**src/rtl/mode_sequencer.sv**
```systemverilog
// Video mode sequencer: debounced "next mode" button steps the mode index, then
// pulses a PLL reconfiguration request and waits (with timeout) for lock.
//
// state      | meaning
// -----------+-----------------------------------------------------------
// START      | first cycle after reset, programs the reset mode
// PULSE      | mode_change asserted for one cycle, mode already updated
// SETTLE     | fixed wait before pll_locked is trusted
// WAIT_LOCK  | wait for lock, bounded by LOCK_TIMEOUT
// IDLE       | quiescent, accepts press events
module mode_sequencer #(
    parameter int NUM_MODES       = 6,
    parameter int INIT_INDEX      = 0,
    parameter int DEBOUNCE_CYCLES = 1000000,
    parameter int SETTLE_CYCLES   = 64,
    parameter int LOCK_TIMEOUT    = 5000000
) (
    input  logic       clk_50,
    input  logic       reset_n,
    input  logic       btn_n,
    input  logic       pll_locked,
    output logic [3:0] mode,
    output logic       mode_change,
    output logic       busy,
    output logic       lock_err
);

    localparam int DB_W     = (DEBOUNCE_CYCLES > 1) ? $clog2(DEBOUNCE_CYCLES) : 1;
    localparam int WAIT_MAX = (SETTLE_CYCLES > LOCK_TIMEOUT) ? SETTLE_CYCLES : LOCK_TIMEOUT;
    localparam int WAIT_W   = (WAIT_MAX > 1) ? $clog2(WAIT_MAX) : 1;

    typedef enum logic [2:0] {
        ST_START,
        ST_PULSE,
        ST_SETTLE,
        ST_WAIT_LOCK,
        ST_IDLE
    } state_t;

    state_t             r_state;
    state_t             w_state_nxt;
    logic               r_btn_s1;
    logic               r_btn_s2;
    logic               r_lock_s1;
    logic               r_lock_s2;
    logic               r_btn_db;
    logic [DB_W-1:0]    r_db_cnt;
    logic [WAIT_W-1:0]  r_wait_cnt;
    logic [3:0]         r_mode;
    logic               r_lock_err;

    logic               w_btn_diff;
    logic               w_db_tc;
    logic               w_press;
    logic               w_settle_tc;
    logic               w_lock_tc;
    logic               w_cnt_clr;
    logic               w_cnt_inc;
    logic               w_mode_adv;
    logic               w_err_set;

    always_ff @(posedge clk_50 or negedge reset_n) begin
        if (!reset_n) begin
            r_btn_s1  <= 1'b1;
            r_btn_s2  <= 1'b1;
            r_lock_s1 <= 1'b0;
            r_lock_s2 <= 1'b0;
        end else begin
            r_btn_s1  <= btn_n;
            r_btn_s2  <= r_btn_s1;
            r_lock_s1 <= pll_locked;
            r_lock_s2 <= r_lock_s1;
        end
    end

    // Counter only runs while the synchronized input disagrees with the debounced value
    assign w_btn_diff = (r_btn_s2 != r_btn_db);
    assign w_db_tc    = (r_db_cnt == DB_W'(DEBOUNCE_CYCLES - 1));
    assign w_press    = w_btn_diff & w_db_tc & r_btn_db;

    always_ff @(posedge clk_50 or negedge reset_n) begin
        if (!reset_n) begin
            r_btn_db <= 1'b1;
            r_db_cnt <= '0;
        end else if (!w_btn_diff) begin
            r_db_cnt <= '0;
        end else if (w_db_tc) begin
            r_btn_db <= r_btn_s2;
            r_db_cnt <= '0;
        end else begin
            r_db_cnt <= r_db_cnt + DB_W'(1);
        end
    end

    assign w_settle_tc = (r_wait_cnt == WAIT_W'(SETTLE_CYCLES - 1));
    assign w_lock_tc   = (r_wait_cnt == WAIT_W'(LOCK_TIMEOUT - 1));

    always_ff @(posedge clk_50 or negedge reset_n) begin
        if (!reset_n) begin
            r_state <= ST_START;
        end else begin
            r_state <= w_state_nxt;
        end
    end

    always_comb begin
        w_state_nxt = r_state;
        w_cnt_clr   = 1'b0;
        w_cnt_inc   = 1'b0;
        w_mode_adv  = 1'b0;
        w_err_set   = 1'b0;
        case (r_state)
            ST_START: begin
                w_state_nxt = ST_PULSE;
            end
            ST_PULSE: begin
                w_state_nxt = ST_SETTLE;
                w_cnt_clr   = 1'b1;
            end
            ST_SETTLE: begin
                if (w_settle_tc) begin
                    w_state_nxt = ST_WAIT_LOCK;
                    w_cnt_clr   = 1'b1;
                end else begin
                    w_cnt_inc = 1'b1;
                end
            end
            ST_WAIT_LOCK: begin
                // Lock takes priority over a coincident timeout
                if (r_lock_s2) begin
                    w_state_nxt = ST_IDLE;
                    w_cnt_clr   = 1'b1;
                end else if (w_lock_tc) begin
                    w_state_nxt = ST_IDLE;
                    w_cnt_clr   = 1'b1;
                    w_err_set   = 1'b1;
                end else begin
                    w_cnt_inc = 1'b1;
                end
            end
            ST_IDLE: begin
                if (w_press) begin
                    w_state_nxt = ST_PULSE;
                    w_mode_adv  = 1'b1;
                end
            end
            default: begin
                w_state_nxt = ST_START;
            end
        endcase
    end

    always_ff @(posedge clk_50 or negedge reset_n) begin
        if (!reset_n) begin
            r_wait_cnt <= '0;
        end else if (w_cnt_clr) begin
            r_wait_cnt <= '0;
        end else if (w_cnt_inc) begin
            r_wait_cnt <= r_wait_cnt + WAIT_W'(1);
        end
    end

    always_ff @(posedge clk_50 or negedge reset_n) begin
        if (!reset_n) begin
            r_mode <= 4'(INIT_INDEX);
        end else if (w_mode_adv) begin
            if (r_mode == 4'(NUM_MODES - 1)) begin
                r_mode <= 4'd0;
            end else begin
                r_mode <= r_mode + 4'd1;
            end
        end
    end

    always_ff @(posedge clk_50 or negedge reset_n) begin
        if (!reset_n) begin
            r_lock_err <= 1'b0;
        end else if (w_err_set) begin
            r_lock_err <= 1'b1;
        end
    end

    assign mode        = r_mode;
    assign mode_change = (r_state == ST_PULSE);
    assign busy        = (r_state != ST_IDLE);
    assign lock_err    = r_lock_err;

endmodule

```
**config.mk**
```make
export PLATFORM = sky130hd
export DESIGN_NAME = mode_sequencer
export DESIGN_NICKNAME = d
export VERILOG_FILES = /design/src/rtl/mode_sequencer.sv
export SDC_FILE = /design/constraint.sdc
export NUM_CORES = 1
export LEC_CHECK = 0
export CORE_ASPECT_RATIO = 0.6
export CORE_MARGIN = 2
export CORE_UTILIZATION = 60
export CTS_CLUSTER_SIZE = 12
export DETAILED_ROUTE_END_ITERATION = 6
export PLACE_DENSITY = 0.77
export SYNTH_ARGS = -nofsm -noshare
export SYNTH_HDL_FRONTEND = slang
export SYNTH_SLANG_ARGS = --single-unit
```
**constraint.sdc**
```tcl
create_clock -name clk_50 -period 2.8 [get_ports clk_50]
set_clock_uncertainty 0.1 [all_clocks]
set_input_delay 0.56 -clock clk_50 [delete_from_list [all_inputs] [get_ports clk_50]]
set_output_delay 0.56 -clock clk_50 [all_outputs]
set_load 0.03 [all_outputs]
```
==> out/qor.json <==
{
  "sta": {
    "tightest_slew_ps": 603.7,
    "hold_viol": 0,
    "rsz0062_at_grt": "no",
    "timing.final.crit_share_pct": 92.62,
    "post_layout_minimum_cycle_time_ps": 2593,
    "timing.max_slew.rel_slack_pct": 59.48,
    "max_freq_mhz": 385.6,
    "final_max_tran_viols": 0,
    "setup_viol": 0,
    "fin_setup_tns_ps": 0
  },
  "global_routing": {
    "globalRoute.totalOverflow": 0,
    "grt_first_pass_wirelength_um": 9473,
    "pin_count_of_the_biggest_net_entering_global_routing": 27,
    "groute.usage.overall_pct": 23.15,
    "grt_pass1_vias": 1919,
    "grt_antenna_before_repair": 0
  },
  "floorplan": {
    "initial_core_util_pct": 62.28,
    "dieArea_um2": 5322,
    "design.core.area_um2": 4564,
    "die_w_um": 92.86,
    "placement_rows": 19,
    "die_height_um": 57.32,
    "floorplan.io_pins": 11
  },
  "clock_tree": {
    "cts_hold_buffers": 0,
    "cts_setup_buffers": 0,
    "clock_path_buffers": 2,
    "numCtsBuffers": 5,
    "tritoncts": "yes",
    "cts_resized": 0,
    "htreeDepth": 2,
    "worstSkewPairLatency_ps": 320,
    "cts.sink_count": 56,
    "clk_root_buffer_cell": "clkbuf_8",
    "clk_pin_slew_worst_paths_ps": 100
  },
  "run_status": {
    "outcome": "finished clean"
  },
  "finish": {
    "drive_gt1_share_pct": 10.39,
    "number_of_nets_in_the_layout": 313,
    "antenna_cells_inserted": 0,
    "post_layout_nonfiller_instances": 371,
    "area_grow_syn2layout_pct": 9.551
  },
  "job": {
    "max_cap_viol_count": 0
  },
  "routing": {
    "drt_pre_antenna_iters": 4,
    "vias_after_detailed_routing": 2102,
    "violation_count_after_the_first_detailed_routing_iteration": 132,
    "ant_nets": 0,
    "wl_per_cell_um": 14.55,
    "detail_route.vias_per_cell": 5.666,
    "routed_wirelength_um": 5398,
    "drc": 0
  },
  "synth": {
    "syn_avg_cell_area_um2": 9.702,
    "synth_ff_type": "dfrtp_1",
    "asyncSetResetFlopFracSynth_pct": 100.0,
    "synth.net_count": 299,
    "syn-instance-count": 293,
    "synth.yosys.warnings": 0,
    "synth-seq-cells": 56,
    "post_synth_num_cell_types": 48,
    "yosysSeqAreaShare_pct": 49.43,
    "mappedNetlistArea_um2": 2843,
    "count_of_flip_flops_with_a_built_in_enable_after_synthesis": 0
  },
  "worst_setup_path": {
    "cp-end-kind": "output port",
    "crit_fanout": 10,
    "criticalPathCategory": "register to output port",
    "critical_path.startpoint_type": "register",
    "worstPathArrival_ps": 1930,
    "worst-endpoint-required_ps": 2140
  },
  "placement": {
    "gp_routability_congestion": 0.8773,
    "port_buffers": 10,
    "place.detailed.instances": 363,
    "detail_placement_hpwl_um": 4045
  },
  "pwr": {
    "power.total_mw": 1.307,
    "p_per_area_nw_per_um2": 419.8,
    "leakage_nw": 1.329,
    "max-vdd-ir-drop_mv": 0.2969
  },
  "min_path": {
    "min-delay-path-class": "primary input to async pin"
  }
}
==> per-stage QoR <==
stage	setup WS [ps]	utilization, %	instance area, um2	hold slack [ps]
2_1_floorplan	603.8	-	2843	164.4
3_3_place_gp	521.0	66.20	3022	236.3
3_5_place_dp	472.4	66.20	3022	237.9
4_1_cts	209.2	68.23	3114	137.5
5_1_grt	100.8	68.23	3114	161.6
6_report	206.8	68.23	3114	124.8
==> final cells by class <==
class / instances / area [um2]
multi-input cells: 217 / 1349
clock buffers: 5 / 68.82
well taps: 63 / 78.83
flip-flops and latches: 56 / 1405
fillers: 360 / 1450
inverters: 9 / 33.78
clock inverters: 3 / 23.77
repair buffers: 18 / 155.1
==> state kept, by name, summed over array words and instances (netlist names) <==
name / cells
r_wait_cnt: 23
r_db_cnt: 20
mode: 4
r_state: 3
lock_err: 1
r_btn_db: 1
r_btn_s1: 1
r_btn_s2: 1
r_lock_s1: 1
r_lock_s2: 1
==> final timing paths <==
path	startpoint	to	slack [ps]	cells after the start
min in group clk_50	r_btn_s1	r_btn_s2	260	0
max in group asynchronous	reset_n	r_btn_db	1750	2
setup reg to reg	r_wait_cnt[17]	r_wait_cnt[21]	410	6
setup / recovery	r_state[1]	busy	210	3
hold / removal	reset_n	r_db_cnt[3]	120	1
hold reg to reg	r_btn_s1	r_btn_s2	260	0
==> synth_stat cells (5+ instances only) <==
cell type | instances | share of area [%]
a21oi_1 | 7 | 1.2
and3_1 | 7 | 1.5
buf_2 | 8 | 1.4
dfrtp_1 | 53 | 47
inv_1 | 9 | 1.2
nand2_1 | 23 | 3.0
nand2b_1 | 5 | 1.1
nand3_1 | 17 | 3.0
nand4_1 | 8 | 1.8
nor2_1 | 45 | 5.9
nor4_1 | 5 | 1.1
o21ai_0 | 10 | 1.8
or3_1 | 5 | 1.1
or4_1 | 5 | 1.3
xnor2_1 | 23 | 7.1
xor2_1 | 15 | 4.6
==> logic make-up (layout without fill, tap and decap cells) <==
family                     Yosys count  in the layout  share of synthesized area, %
AOI/OAI and AO/OA                   34             34                         8.407
muxes                                2              2                        0.7922
buffers and inverters               20             35                         3.125
xor gates and xnor gates            38             38                         11.71
DFF                                 56             56                         49.43
and+or+nand+nor                    141            141                         25.66
adders and majority gates            2              2                        0.8801
==> per-layer routing <==
metal  track usage, %  part of all wire [%]  vias to the layer above
met1            38.38                    52                     1011
met2            29.71                    40                       51
met4            7.353                   1.1                        0
met5                0                     0                        -
met3            5.152                   6.3                        7
li1                 -                     -                     1033
==> layout by cell type, fill, tap and decap left out, types with 4 or more instances in the layout <==
cell type / count
a21oi_1: 7
and3_1: 7
buf_4: 8
clkbuf_8: 5
clkdlybuf4s50_1: 9
dfrtp_1: 53
inv_1: 9
nand2_1: 23
nand2b_1: 5
nand3_1: 17
nand4_1: 8
nor2_1: 45
nor3_1: 4
nor4_1: 5
o21ai_0: 10
or3_1: 5
or4_1: 5
xnor2_1: 23
xor2_1: 15
==> worst max-delay path: stages, from the launching register on <==
cell and delay, ps:
dfrtp_1 490, nor3b_1 440, inv_1 90, clkdlybuf4s50_1 600
==> power breakdown <==
part | total, mW | switching (mW) | leakage, nW | internal [mW]
Combinational | 0.0345 | 0.0240 | 0.553 | 0.0105
Clock | 0.452 | 0.275 | 0.0404 | 0.178
Sequential | 0.821 | 0.00487 | 0.736 | 0.816
(Power assumes the default switching activity.)
